## src/rtl/dbus_sram_bridge_pkg.sv

```systemverilog
// rtl/dbus_sram_bridge_pkg.sv - shared types and helpers for the dbus to SRAM bridge
//
// Purpose : FSM state encoding, halfword-select constants and the phase
//           counter width helper used by dbus_sram_bridge.
// Ports   : none (package).

package sram_bridge_pkg;

   typedef enum logic [1:0] {
      IDLE = 2'd0,
      LO   = 2'd1,
      HI   = 2'd2,
      DONE = 2'd3
   } sram_state_t;

   // Value of the SRAM halfword address LSB for each phase.
   localparam logic HALF_LO = 1'b0;
   localparam logic HALF_HI = 1'b1;

   // Counter must hold 0..wait_cycles (the last value is the hold cycle).
   function automatic int phase_cnt_w(input int wait_cycles);
      return (wait_cycles < 1) ? 1 : $clog2(wait_cycles + 1);
   endfunction

endpackage

```

## src/rtl/dbus_sram_bridge.sv

```systemverilog
// rtl/dbus_sram_bridge.sv - CPU data bus to 16-bit asynchronous SRAM bridge
//
// Purpose : Splits each 32-bit dbus access into up to two halfword SRAM
//           cycles (LO then HI) with WAIT_CYCLES strobe cycles plus one hold
//           cycle per phase, stalling the CPU until the access completes.
// Ports   : clk, rst_n                      - clock, async active-low reset
//           dbus_address/byteenable/read/write/wrdata - CPU request
//           dbus_rddata, dbus_stall         - CPU response
//           sram_addr, sram_data_o/_i/_oe   - SRAM address and data bus
//           sram_ce_n/oe_n/we_n/lb_n/ub_n   - SRAM strobes, registered

module dbus_sram_bridge
   import sram_bridge_pkg::*;
#(
   parameter int ADDR_W      = 18,
   parameter int WAIT_CYCLES = 1
) (
   input  logic              clk,
   input  logic              rst_n,
   input  logic [31:0]       dbus_address,
   input  logic [3:0]        dbus_byteenable,
   input  logic              dbus_read,
   input  logic              dbus_write,
   input  logic [31:0]       dbus_wrdata,
   output logic [31:0]       dbus_rddata,
   output logic              dbus_stall,
   output logic [ADDR_W-1:0] sram_addr,
   output logic [15:0]       sram_data_o,
   input  logic [15:0]       sram_data_i,
   output logic              sram_data_oe,
   output logic              sram_ce_n,
   output logic              sram_oe_n,
   output logic              sram_we_n,
   output logic              sram_lb_n,
   output logic              sram_ub_n
);

   localparam int            CW       = phase_cnt_w(WAIT_CYCLES);
   localparam logic [CW-1:0] CNT_LAST = CW'(WAIT_CYCLES);

   sram_state_t       state_q, state_d;
   logic [CW-1:0]     cnt_q, cnt_d;
   logic              wr_q, wr_d;
   logic [ADDR_W-2:0] waddr_q, waddr_d;
   logic [3:0]        be_q, be_d;
   logic [31:0]       wdata_q, wdata_d;
   logic              phase_end;

   // Next values of the registered SRAM pins.
   logic              in_phase;
   logic              half_d;
   logic [ADDR_W-1:0] sram_addr_d;
   logic [15:0]       sram_data_o_d;
   logic              sram_data_oe_d;
   logic              sram_ce_n_d, sram_oe_n_d, sram_we_n_d;
   logic              sram_lb_n_d, sram_ub_n_d;

   logic              addr_unused;
   assign addr_unused = ^{dbus_address[31:ADDR_W+1], dbus_address[1:0]};

   // Gated by rst_n so the CPU is released while the bridge is held in reset.
   assign dbus_stall = rst_n && (dbus_read || dbus_write) && (state_q != DONE);

   always_comb begin
      state_d   = state_q;
      cnt_d     = cnt_q;
      wr_d      = wr_q;
      waddr_d   = waddr_q;
      be_d      = be_q;
      wdata_d   = wdata_q;
      phase_end = (cnt_q == CNT_LAST);

      unique case (state_q)
         IDLE: begin
            if (dbus_read || dbus_write) begin
               wr_d    = dbus_write;
               waddr_d = dbus_address[ADDR_W:2];
               be_d    = dbus_byteenable;
               wdata_d = dbus_wrdata;
               cnt_d   = '0;
               if (|dbus_byteenable[1:0])      state_d = LO;
               else if (|dbus_byteenable[3:2]) state_d = HI;
               else                            state_d = DONE;
            end
         end
         LO: begin
            if (phase_end) begin
               cnt_d   = '0;
               state_d = (|be_q[3:2]) ? HI : DONE;
            end else begin
               cnt_d = cnt_q + 1'b1;
            end
         end
         HI: begin
            if (phase_end) begin
               cnt_d   = '0;
               state_d = DONE;
            end else begin
               cnt_d = cnt_q + 1'b1;
            end
         end
         DONE:    state_d = IDLE;
         default: state_d = IDLE;
      endcase

      // Pins are computed from the next state so that they are flopped and
      // line up exactly with the phase cycles; ce_n/oe_n stay low across LO->HI.
      in_phase       = (state_d == LO) || (state_d == HI);
      half_d         = (state_d == HI) ? HALF_HI : HALF_LO;
      sram_ce_n_d    = !in_phase;
      sram_oe_n_d    = !(in_phase && !wr_d);
      sram_we_n_d    = !(in_phase && wr_d && (cnt_d != CNT_LAST));
      sram_data_oe_d = in_phase && wr_d;
      sram_lb_n_d    = in_phase ? !(half_d ? be_d[2] : be_d[0]) : 1'b1;
      sram_ub_n_d    = in_phase ? !(half_d ? be_d[3] : be_d[1]) : 1'b1;
      sram_addr_d    = in_phase ? {waddr_d, half_d} : sram_addr;
      sram_data_o_d  = (in_phase && wr_d) ? (half_d ? wdata_d[31:16] : wdata_d[15:0])
                                          : sram_data_o;
   end

   always_ff @(posedge clk or negedge rst_n) begin
      if (!rst_n) begin
         state_q      <= IDLE;
         cnt_q        <= '0;
         wr_q         <= 1'b0;
         waddr_q      <= '0;
         be_q         <= '0;
         wdata_q      <= '0;
         dbus_rddata  <= '0;
         sram_addr    <= '0;
         sram_data_o  <= '0;
         sram_data_oe <= 1'b0;
         sram_ce_n    <= 1'b1;
         sram_oe_n    <= 1'b1;
         sram_we_n    <= 1'b1;
         sram_lb_n    <= 1'b1;
         sram_ub_n    <= 1'b1;
      end else begin
         state_q      <= state_d;
         cnt_q        <= cnt_d;
         wr_q         <= wr_d;
         waddr_q      <= waddr_d;
         be_q         <= be_d;
         wdata_q      <= wdata_d;
         sram_addr    <= sram_addr_d;
         sram_data_o  <= sram_data_o_d;
         sram_data_oe <= sram_data_oe_d;
         sram_ce_n    <= sram_ce_n_d;
         sram_oe_n    <= sram_oe_n_d;
         sram_we_n    <= sram_we_n_d;
         sram_lb_n    <= sram_lb_n_d;
         sram_ub_n    <= sram_ub_n_d;

         // Capture on the edge closing a read phase; a half with no enabled
         // lanes is zeroed at the same edge so the word is complete in DONE.
         if (!wr_q && phase_end) begin
            if (state_q == LO) begin
               dbus_rddata[15:0] <= sram_data_i;
               if (!(|be_q[3:2])) dbus_rddata[31:16] <= '0;
            end
            if (state_q == HI) begin
               dbus_rddata[31:16] <= sram_data_i;
               if (!(|be_q[1:0])) dbus_rddata[15:0] <= '0;
            end
         end
      end
   end

endmodule

```

## config.mk

```make
export PLATFORM = sky130hd
export DESIGN_NAME = dbus_sram_bridge
export DESIGN_NICKNAME = d
export VERILOG_FILES = /design/src/rtl/dbus_sram_bridge_pkg.sv /design/src/rtl/dbus_sram_bridge.sv
export SDC_FILE = /design/constraint.sdc
export NUM_CORES = 1
export LEC_CHECK = 0
export ABC_AREA = 1
export CORE_UTILIZATION = 48
export CTS_BUF_LIST = sky130_fd_sc_hd__clkbuf_16
export DETAILED_ROUTE_END_ITERATION = 8
export HOLD_SLACK_MARGIN = 0.03
export PLACE_DENSITY = 0.82
export SETUP_SLACK_MARGIN = 0.15
export SLEW_MARGIN = 20
export SYNTH_ARGS = -nofsm -noshare
export SYNTH_HDL_FRONTEND = slang
export SYNTH_SLANG_ARGS = --single-unit
```

## constraint.sdc

```tcl
create_clock -name clk -period 3.1 [get_ports clk]
set_clock_uncertainty 0.15 [all_clocks]
set_input_delay 0.31 -clock clk [delete_from_list [all_inputs] [get_ports clk]]
set_output_delay 0.31 -clock clk [all_outputs]
set_load 0.005 [all_outputs]
```

# Word-level counts from Yosys, hierarchy flattened
# Cells that the tools add are included.
# op_classes
n_addsub	1
eq_ne	7
mux	28
bitwise_logic	1
reduce_logical	23
# op_table
operator	count
$mux 32	4
$mux 16	3
$mux 17	2
$mux 1	11
$reduce_or 2->1	5
$mux 2	4
$mux 4	2
$pmux 2 s4	1
$logic_not 1->1	7
$eq 2x2->1 const B	3
$logic_and 1x1->1	6
$eq 2x1->1 const B	2
$reduce_and 3->1	1
$logic_not 2->1	1
$logic_or 1x1->1	2
$ne 2x1->1 const B	1
$ne 2x2->1 const B	1
$pmux 1 s2	1
$reduce_bool 2->1	1
$add 1x1->1 const B	1
$not 1->1	1
# totals
ff_bits	129
input_bits	88
output_inout_bits	73
elab_cells	76

# Longest topological paths before layout
# Gate-level depths: netlist (run 1).
# depth
depth_word	10
mapped_depth	15

# Least setup slack after synthesis (run 1)
# Ideal clock, no wire load.
# synth_path
path_kind	reg2reg
start	reg state_q[0]
end	reg sram_data_o[5]
setup_time_ns	0.065
arrival_time_ns	2.247
required_ns	2.885
slack_ns	0.638
stages_incl_launch_ff	16
n_path_buf	2
period_less_slack_ns	2.462
path_cell_list	dfrtp_1 inv_1 ha_1 inv_1 a21oi_1 o211ai_1 nand2_1 inv_1 ha_1 buf_2 clkinv_1 buf_1 nand3_1 nand2_1 nand2_1 nand2_1
# synth_between
elab_chain_cells	5
word_cells_on_any_way	16
classes_between	5 x eq/ne; 8 x mux; 3 x reduce/logical
# synth_rtl
item	line_no	source
start: declaration	dbus_sram_bridge.sv:41	sram_state_t state_q, state_d;
start signal: assignment	dbus_sram_bridge.sv:139	state_q <= state_d;
$eq 2x2->1 (tied with other cells)	dbus_sram_bridge.sv:73	unique case (state_q)
$pmux 2 s4 (*)	dbus_sram_bridge.sv:73	
via state_d[0]	dbus_sram_bridge.sv:41	
$eq 2x2->1 (*)	dbus_sram_bridge.sv:109	half_d = (state_d == HI) ? HALF_HI : HALF_LO;
$mux 1 (*)	dbus_sram_bridge.sv:109	
via half_d	dbus_sram_bridge.sv:51	logic half_d;
$mux 16 (*)	dbus_sram_bridge.sv:117	sram_data_o_d = (in_phase && wr_d) ? (half_d ? wdata_d[31:16] : wdata_d[15:0])
end signal: assignment	dbus_sram_bridge.sv:146	sram_data_o <= sram_data_o_d;
end: declaration	dbus_sram_bridge.sv:28	output logic [15:0] sram_data_o,
# Mark *: on every way through the listed nets, which the timed path passes. The rest lies on a longest branch.
# A chain may end at the register's enable or synchronous reset.

# Worst setup path in the final report (run 1)
# layout_path
start	reg state_q[0]
end	reg sram_addr[2]
# layout_between
elab_chain_cells	4
word_cells_on_any_way	12
classes_between	5 x eq/ne; 5 x mux; 2 x reduce/logical
# layout_rtl
item	line_no	source
$eq 2x2->1 (tied with other cells)	dbus_sram_bridge.sv:73	
$pmux 2 s4 (*)	dbus_sram_bridge.sv:73	
via state_d[0]	dbus_sram_bridge.sv:41	
$eq 2x1->1 / $eq 2x2->1 (equally long branches)	dbus_sram_bridge.sv:108	in_phase = (state_d == LO) || (state_d == HI);
$logic_or 1x1->1 (*)	dbus_sram_bridge.sv:108	
end signal: assignment	dbus_sram_bridge.sv:145	sram_addr <= sram_addr_d;
end: declaration	dbus_sram_bridge.sv:27	output logic [ADDR_W-1:0] sram_addr,
# Marks and branches as above.

==> results of run 1 <==
[registers in the layout (all words and copies together), names as in the netlist]
register      flops
be_q              4
cnt_q             1
dbus_rddata      32
sram_addr        18
sram_ce_n         1
sram_data_o      16
sram_data_oe      1
sram_lb_n         1
sram_oe_n         1
sram_ub_n         1
sram_we_n         1
state_q           2
waddr_q          17
wdata_q          32
wr_q              1
[path summary, 6_finish.rpt]
kind / from / endpoint / slack (ps) / depth (start not counted)
min reg2reg: waddr_q[12] / waddr_q[12] / 330 / 2
min in group clk: dbus_address[15] / waddr_q[13] / 320 / 3
max in group asynchronous: rst_n / be_q[1] / 1450 / 3
max reg2reg: state_q[0] / sram_addr[2] / 420 / 12
max: state_q[0] / sram_addr[2] / 420 / 12
min: rst_n / waddr_q[13] / 220 / 2
[report_power, final]
| part | internal (mW) | total, mW | switching [mW] |
|---|---|---|---|
| clock | 1.09 | 1.82 | 0.730 |
| sequential | 2.58 | 2.99 | 0.412 |
| combinational | 1.92 | 4.24 | 2.32 |
[logic make-up (layout without fill, tap and decap cells)]
kind of cell	after synthesis	after routing	synth area share [%]
buf+inv	125	285	8.77
simple gates	336	336	25.4
fa+ha+maj	7	7	1.54
flops	129	129	56.8
compound gates	70	70	7.45
[critical path, stage by stage, from the launching register on]
cell and delay, ps:
sky130_fd_sc_hd__dfrtp_1 430, sky130_fd_sc_hd__inv_1 160, sky130_fd_sc_hd__ha_2 280, sky130_fd_sc_hd__inv_1 100, sky130_fd_sc_hd__a21oi_1 200, sky130_fd_sc_hd__o211ai_1 110
sky130_fd_sc_hd__nand2_1 120, sky130_fd_sc_hd__inv_1 50, sky130_fd_sc_hd__ha_1 350, sky130_fd_sc_hd__inv_2 110, sky130_fd_sc_hd__buf_6 270, sky130_fd_sc_hd__nor2_1 90
sky130_fd_sc_hd__a31oi_1 170
[placed cells by master, fill, tap and decap left out, types with 2 or more instances in the layout]
cell,Yosys,routed
sky130_fd_sc_hd__nand2_1,199,199
sky130_fd_sc_hd__inv_1,91,91
sky130_fd_sc_hd__clkbuf_16,0,17
sky130_fd_sc_hd__nand2_2,2,2
sky130_fd_sc_hd__a21oi_1,13,13
sky130_fd_sc_hd__inv_6,0,2
sky130_fd_sc_hd__nor2_1,31,31
sky130_fd_sc_hd__a31oi_1,17,17
sky130_fd_sc_hd__ha_1,7,6
sky130_fd_sc_hd__inv_2,2,2
sky130_fd_sc_hd__clkinv_2,0,4
sky130_fd_sc_hd__or2_2,4,4
sky130_fd_sc_hd__buf_4,0,12
sky130_fd_sc_hd__and2_1,32,32
sky130_fd_sc_hd__o21ai_0,23,23
sky130_fd_sc_hd__dfrtp_1,124,124
sky130_fd_sc_hd__o211ai_1,2,2
sky130_fd_sc_hd__nand3_1,65,65
sky130_fd_sc_hd__clkdlybuf4s50_1,0,144
sky130_fd_sc_hd__dfstp_2,5,5
sky130_fd_sc_hd__clkinv_1,1,3
sky130_fd_sc_hd__o31ai_1,13,13
sky130_fd_sc_hd__clkinvlp_4,0,6
[per-layer routing]
metal	vias up	wire [um]	track usage, %
li1	2368	-	-
met1	2316	6020	31.1
met2	207	6900	39.4
met3	32	837	4.98
met4	0	359	11.0
met5	-	0	0
[cells in the mapped netlist]
cell	instances
sky130_fd_sc_hd__o21ai_0	23
sky130_fd_sc_hd__inv_1	91
sky130_fd_sc_hd__a31oi_1	17
sky130_fd_sc_hd__nand2_4	1
sky130_fd_sc_hd__dfrtp_1	124
sky130_fd_sc_hd__clkbuf_1	9
sky130_fd_sc_hd__o31ai_1	13
sky130_fd_sc_hd__o211ai_1	2
sky130_fd_sc_hd__o21ai_2	1
sky130_fd_sc_hd__ha_1	7
sky130_fd_sc_hd__buf_2	16
sky130_fd_sc_hd__inv_4	1
sky130_fd_sc_hd__and2_1	32
sky130_fd_sc_hd__buf_6	1
sky130_fd_sc_hd__buf_1	4
sky130_fd_sc_hd__nor2_1	31
sky130_fd_sc_hd__nand3_1	65
sky130_fd_sc_hd__nand4_1	1
sky130_fd_sc_hd__a21oi_1	13
sky130_fd_sc_hd__inv_2	2
sky130_fd_sc_hd__nand2_2	2
sky130_fd_sc_hd__nand2_1	199
sky130_fd_sc_hd__o21ai_4	1
sky130_fd_sc_hd__or2_2	4
sky130_fd_sc_hd__clkinv_1	1
sky130_fd_sc_hd__dfstp_2	5
sky130_fd_sc_hd__nor3_1	1
[repair_timing]
action	in CTS	in global routing
hold buffers	1	0
hold endpoints to repair	29	0
endpoints found under the setup margin	0	35
resized for setup	0	3
[cell type report]
type	count	area share, %
Sequential cell	129	41.3
Clock inverter	15	1.53
Clock buffer	17	5.43
Multi-Input combinational cell	413	25.1
Tap cell	143	2.28
Timing Repair Buffer	158	19.8
Inverter	95	4.61
==> qor.yml, run 1 <==
timing.setup.tns_ps: 0
rsz0062_at_grt: "no"
starting_drc_count_in_detailed_routing: 353
postLayoutCellArea_sq_um: 7840
clock_tree_root_buffer_cell: "sky130_fd_sc_hd__clkbuf_16"
layout.core_utilization_pct: 68.3
cts_post_setup_buffers_inserted: 0
drv_slew: 0
worstHoldPathType: "input port to async pin"
sequential_area_share_after_synthesis_pct: 56.8
power_density_nw_per_um2: 1160
worst_pin_slew_ps: 769
postSynthAreaPerCell_sq_um: 8.54
final_period_minus_worst_setup_slack_ps: 2680
die_w_um: 111
synth_largest_type_area_fraction_pct: 54.5
post-route-period-util_pct: 86.5
fillers: 878
cts.reportedPaths.clkPinSlew_ps: 60
synth_fp_nets: 762
max_freq_mhz: 373
grt.overflow.total: 0
fin_hold_ws_ps: 219
status: "completed"
cts_tree: "done"
initial_core_util_pct: 49.7
final-instance-count-excl-fill: 970
port_buffers: 145
critPathArrivalTime_ps: 2860
post-synth-top-area-cell: "sky130_fd_sc_hd__dfrtp_1"
pre_cts_slack_ps: 85.1
vdd_drop_max_mv: 0.616
routed-via-count: 4923
drive_gt1_share_pct: 7.38
antenna-diode-count: 0
yosysWarningCount: 0
floorplan.die.height_um: 111
gp_congestion: 0.762
seq_area_sq_um: 3230
timing.critical_path.required_ps: 3280
synthCells: 667
dp.final_hpwl_um: 9650
drt_drc_violations_left: 0
nNetsFinal: 909
clkSinkCount: 129
placement_rows: 39
grt_pass1_vias: 4947
wl_per_cell_um: 14.5
first_pass_grt_wire_length_um: 23600
power.leakage_nw: 3.88
slew-limit-headroom_pct: 48.7
worstSetupEndpointType: "flip-flop"
ant_nets: 0
wirelength_um: 14100
total_power_mw: 9.06
setup.worst_path.start_class: "flip-flop"
critical_path_class: "flip-flop to flip-flop"
insertion_delay_ps: 410
cts.htree.levels: 4
timing.final.ws_setup_ps: 420
netlist_top_cells_area: "sky130_fd_sc_hd__dfrtp_1, sky130_fd_sc_hd__nand2_1, sky130_fd_sc_hd__inv_1, sky130_fd_sc_hd__nand3_1, sky130_fd_sc_hd__and2_1"
gr-usage-all-layers_pct: 24.2
placed_cells: 937
grt_max_degree: 63
detailedRoute.firstPassIterationCount: 5
synth_cell_type_count: 27
report.final.setup_viol: 0
clock_tree.buffer_depth: 2
synthesis.area_sq_um: 5690
core_sq_um: 11500
place_area_sq_um: 7270
max_cap_viol_count: 0
cts_inserted_buffers: 17
synth_seq_cells: 129
top_level_ports: 161
dieArea_sq_um: 12300
critical_path_peak_fanout: 36
report.final.hold_viol_count: 0
avgViaCountPerCell: 5.08
multi_input_area_sq_um: 1960
area_delta_synth_final_pct: 37.6
grt_antenna_before_repair: 0
Power figures use the tool's default switching activity.
==> inputs of run 2 (changes only) <==
Settings changed: CORE_MARGIN from default to 2, CORE_UTILIZATION 48 to 60, DONT_BUFFER_PORTS from default to 1, PLACE_DENSITY 0.82 to 0.78.
Clock period 3.1 ns to 2.5 ns, I/O delays scaled along.
==> run 2 against run 1 <==
  * The flow now finishes with violations (hold timing)
  * Sequential share of layout area up 3.5 points
  * Via count down 4.9%
  * Setup slack worse by 190 ps
  * Largest cell class unchanged
  * Cell count down 8.8%
  * Clock power up 30%
  * Critical endpoint is now sram_addr[11]
  * Sequential power up 28%
  * Worst hold slack worse by 830 ps
  * Total power up 18%
  * Largest power group unchanged
  * Fmax up 18%
==> qor.yml, run 2 (synthesized netlist as in run 1, its figures left out) <==
status: "finished with violations"
failed_checks: "hold timing"
critical_path_class: "flip-flop to flip-flop"
grt.overflow.total: 0
internal-power_mw: 6.48
slew-limit-headroom_pct: 52.0
critical-path-top-cell-by-count: "sky130_fd_sc_hd__inv_1"
max_freq_mhz: 440
core_sq_um: 9240
clock_tree_root_buffer_cell: "sky130_fd_sc_hd__clkbuf_16"
area_delta_synth_final_pct: 26.8
crit_slowest_cell: "sky130_fd_sc_hd__dfrtp_1"
fillers: 559
report.final.setup_viol: 0
drive_gt1_share_pct: 9.27
cts.htree.levels: 4
grt_busiest_layer: "met2"
m2_gr_usage_pct: 46.5
layout.core_utilization_pct: 78.1
die_w_um: 101
timing.critical_path.cells: "inv_2, ha_2, inv_1, a21oi_2, o211ai_1, nand2_1, inv_1, ha_4, inv_4, bufbuf_16, a31oi_2"
crit_start: "state_q[0]"
switching_share_pct: 39.5
global_route.usage.met1_pct: 35.1
grt_max_degree: 131
max_cap_viol_count: 0
layout.cells.most_common: "sky130_fd_sc_hd__nand2_1"
p_comb_share_pct: 42.1
clkSinkCount: 129
final-instance-count-excl-fill: 885
worst_pin_slew_ps: 718
critical_path_peak_fanout: 18
gr-usage-met3_pct: 7.32
timing.critical_path.required_ps: 2670
placement_rows: 35
detailedRoute.firstPassIterationCount: 5
cts_tree: "done"
gr-usage-all-layers_pct: 27.8
starting_drc_count_in_detailed_routing: 278
power.leakage_nw: 3.67
wirelength_um: 13600
clock_tree.buffer_depth: 2
power_density_nw_per_um2: 1480
dp.final_hpwl_um: 7950
nNetsFinal: 838
initial_core_util_pct: 61.6
avgViaCountPerCell: 5.29
drv_slew: 0
grt_pass1_vias: 4662
dieArea_sq_um: 10300
cts.reportedPaths.clkPinSlew_ps: 60
gp_congestion: 0.856
insertion_delay_ps: 410
drt_drc_violations_left: 0
total_power_mw: 10.7
floorplan.die.height_um: 101
clock_power_share_pct: 22.1
mostFrequentLayoutCells: "sky130_fd_sc_hd__nand2_1, sky130_fd_sc_hd__dfrtp_1, sky130_fd_sc_hd__inv_1"
report.final.hold_viol_count: 129
pwr-share-seq_pct: 35.8
post_cts_hold_buffer_count: 71
critPathMaxStageDelay_ps: 400
rsz0062_at_grt: "no"
critPathArrivalTime_ps: 2440
fin_hold_ws_ps: -614
port_buffers: 0
final_period_minus_worst_setup_slack_ps: 2270
grt_antenna_before_repair: 0
reg.largest.list: "dbus_rddata: 32 flops, wdata_q: 32 flops, sram_addr: 18 flops"
wl_per_cell_um: 15.4
reg2reg_from: "state_q[0]"
first_pass_grt_wire_length_um: 22100
placed_cells: 780
setup.worst_path.start_class: "flip-flop"
routed-via-count: 4684
worstSetupEndpointType: "flip-flop"
post-route-period-util_pct: 90.8
top_level_ports: 161
cts_inserted_buffers: 17
timing.setup.tns_ps: 0
ant_nets: 0
total_switching_power_mw: 4.24
worstHoldPathType: "input port to async pin"
vdd_drop_max_mv: 0.936
-- run 2: cell types whose count changed in the layout (fill, tap and decap cells not counted), moves of 2 or more --
cell                              before  now
sky130_fd_sc_hd__buf_12                0    2
sky130_fd_sc_hd__clkdlybuf4s50_1     144    0
sky130_fd_sc_hd__clkinv_2              4    2
sky130_fd_sc_hd__a31oi_1              17   15
sky130_fd_sc_hd__a31oi_2               0    2
sky130_fd_sc_hd__dlygate4sd3_1         1   71
-- run 2: power groups by stage --
| stage | Combinational, mW | Sequential (mW) | Clock (mW) |
|---|---|---|---|
| 2_1_floorplan | 3.09 | 3.67 | 0 |
| 3_3_place_gp | 3.66 | 3.80 | 0 |
| 3_5_place_dp | 3.83 | 3.84 | 0 |
| 4_1_cts | 4.36 | 3.82 | 2.40 |
| 5_1_grt | 5.11 | 3.94 | 2.51 |
| 6_report | 4.51 | 3.84 | 2.37 |
-- run 2: timing repair --
item / in CTS / in global routing
endpoints found under the hold margin: 240 / 129
cloned: 1 / 0
setup endpoints to repair: 37 / 37
setup buffers: 0 / 1
gates resized for setup: 11 / 5
pin swaps: 0 / 2
-- run 2: layout make-up --
| cell class | count | area [sq um] | share of cell area [%] |
|---|---|---|---|
| Sequential cell | 129 | 3240 | 44.8 |
| Tap cell | 129 | 161 | 2.24 |
| Antenna cell | 1 | 2.50 | 0.0347 |
| Clock buffer | 17 | 425 | 5.89 |
| Inverter | 95 | 372 | 5.15 |
| Clock inverter | 14 | 141 | 1.96 |
| Multi-Input combinational cell | 413 | 2000 | 27.7 |
| Timing Repair Buffer | 87 | 881 | 12.2 |
-- run 2: worst max-delay path: cells and delay by family, from the launching register on --
family | cells | cell delay (ps)
simple gates | 1 | 100
compound gates | 3 | 460
fa+ha+maj | 2 | 480
buf+inv | 5 | 610
flops | 1 | 400
-- run 2: metal layers --
metal,up-vias,share of wire (%)
met2,201,51
li1,2237,-
met1,2228,41
met5,-,0
met3,18,6.7
met4,0,1.4
-- run 2: worst paths after layout --
check	to	slack [ps]	cells past startpoint
max in group asynchronous	sram_ce_n	2520	0
worst max-delay path	sram_addr[11]	230	11
worst min register to register	waddr_q[6]	320	2
worst min-delay path	dbus_rddata[9]	-610	0
worst max register to register	sram_addr[11]	230	11
min in group clk	sram_oe_n	100	3
-- run 2: per-stage QoR --
stage | instance area [sq um] | setup WS (ps)
after floorplan | 5700 | 157
after global placement | 5840 | 135
after detailed placement | 5840 | 13.5
after CTS | 7190 | 175
after global routing | 7220 | 134
final | 7220 | 229
==> inputs of run 3 (changes only) <==
Settings changed: CTS_BUF_LIST sky130_fd_sc_hd__clkbuf_16 to default.
Clock period 2.5 ns to 2.46 ns, I/O delays scaled along.
==> run 3 against run 2 <==
  * Fmax fell by 1.7%
  * Largest power group unchanged
  * The run still ends with hold timing left
  * Die area unchanged
  * Register-to-register slack got worse by 80 ps
==> qor.yml, run 3 (synthesized netlist as in run 1, its figures left out) <==
crit-reg2reg-capture: "sram_addr[5]"
critical-path-top-delay-family: "buffers and inverters"
timing.critical_path.required_ps: 2720
wl_per_cell_um: 16.2
dp.final_hpwl_um: 7950
cts_inserted_buffers: 17
worst_pin_slew_ps: 488
routed-via-count: 4759
grt_antenna_before_repair: 0
mostFrequentLayoutCells: "sky130_fd_sc_hd__nand2_1, sky130_fd_sc_hd__dfrtp_1, sky130_fd_sc_hd__inv_1"
port_buffers: 0
failed_checks: "hold timing"
pre_cts_slack_ps: -4.07
final_period_minus_worst_setup_slack_ps: 2310
report.final.setup_viol: 0
rr_worst_depth: 11
first_pass_grt_wire_length_um: 23400
ant_nets: 0
reg2reg_from: "state_q[0]"
core_sq_um: 9240
gr-usage-all-layers_pct: 29.3
clkSinkCount: 129
r2r_slack_ps: 150
clock_tree_root_buffer_cell: "sky130_fd_sc_hd__clkbuf_8"
antenna-diode-count: 0
cts_tree: "done"
drv_slew: 0
dieArea_sq_um: 10300
drt_drc_violations_left: 0
max_freq_mhz: 433
initial_core_util_pct: 61.6
timing.final.ws_setup_ps: 150
critical_path_buf_inv_count: 5
timing.setup.tns_ps: 0
grt_max_degree: 131
timing.critical_path.cells: "inv_2, ha_4, inv_1, a21oi_2, o211ai_1, nand2_1, inv_2, ha_4, inv_4, bufbuf_16, a31oi_4"
layout.core_utilization_pct: 79.6
layout.cells.most_common: "sky130_fd_sc_hd__nand2_1"
critical_path_class: "flip-flop to flip-flop"
worstSetupEndpointType: "flip-flop"
grt.overflow.total: 0
insertion_delay_ps: 490
slew-limit-headroom_pct: 67.3
worstHoldPathType: "input port to async pin"
die_w_um: 101
reg.largest.list: "dbus_rddata: 32 flops, wdata_q: 32 flops, sram_addr: 18 flops"
critical_path_peak_fanout: 18
starting_drc_count_in_detailed_routing: 188
detailedRoute.firstPassIterationCount: 5
power.leakage_nw: 3.73
max_cap_viol_count: 0
report.final.hold_viol_count: 129
area_delta_synth_final_pct: 29.1
critPathMaxStageDelay_ps: 400
cts.htree.levels: 4
gp_congestion: 0.856
crit_slowest_cell: "sky130_fd_sc_hd__dfrtp_1"
post-route-period-util_pct: 93.9
status: "finished with violations"
power_density_nw_per_um2: 1560
vdd_drop_max_mv: 0.888
avgViaCountPerCell: 5.34
fin_hold_ws_ps: -706
top_level_ports: 161
nNetsFinal: 845
rsz0062_at_grt: "yes"
post_cts_hold_buffer_count: 71
placed_cells: 780
clock_tree.buffer_depth: 2
placement_rows: 35
floorplan.die.height_um: 101
grt_pass1_vias: 5086
final-instance-count-excl-fill: 892
setup.worst_path.start_class: "flip-flop"
critPathArrivalTime_ps: 2570
cts.reportedPaths.clkPinSlew_ps: 60
wirelength_um: 14500
fillers: 554
drive_gt1_share_pct: 11.3
-- run 3: changes by cell type in the layout (fill, tap and decap cells not counted), sizes merged --
cell	change
bufinv	+1
buf	+7
diode	-1
clkinvlp	-3
clkinv	+1
inv	+1
clkbuf	+1
-- run 3: cell type report --
type	count	area (sq um)	area share, %
inverter	95	364	4.95
multi-input combinational	413	2060	28.0
tap	129	161	2.20
timing repair buffer	94	925	12.6
clock inverter	14	176	2.40
clock buffer	18	428	5.82
sequential	129	3240	44.0
-- run 3: through the flow --
stage | instance area [sq um] | hold WS, ps | total power, mW
2_1_floorplan | 5710 | -200 | 6.88
3_3_place_gp | 5850 | -197 | 7.71
3_5_place_dp | 5850 | -197 | 7.93
4_1_cts | 7240 | -734 | 11.0
5_1_grt | 7350 | -741 | 12.3
6_report | 7350 | -706 | 11.4
-- run 3: repair_timing --
action / 4_1_cts / 5_1_grt
endpoints found under the setup margin: 39 / 36
resized for setup: 8 / 12
pin swaps: 1 / 2
cloned: 1 / 0
hold endpoints to repair: 254 / 129
setup buffers: 2 / 6
-- run 3: worst max-delay path by stage --
stage	from	endpoint	slack, ps	depth (start not counted)
floorplan	state_q[0]	sram_data_o[5]	150	13
global placement	state_q[0]	sram_data_o[5]	110	13
detailed placement	state_q[0]	sram_data_o[0]	-4	13
CTS	state_q[0]	sram_addr[2]	160	11
global route	state_q[0]	sram_addr[5]	90	11
finish	state_q[0]	sram_addr[5]	150	11
-- run 3: power by group --
part	total, mW	switching (mW)	internal [mW]	leakage, nW
logic	4.98	2.95	2.03	1.92
registers	3.91	0.654	3.26	1.52
clock network	2.55	0.966	1.59	0.293
-- run 3: layer usage --
layer / vias to the layer above / wire length [um] / GRT usage [%]
met5: - / 0 / 0
met4: 0 / 497 / 15.3
met3: 49 / 722 / 6.49
met2: 196 / 7500 / 49.8
met1: 2268 / 5760 / 35.2
li1: 2246 / - / -
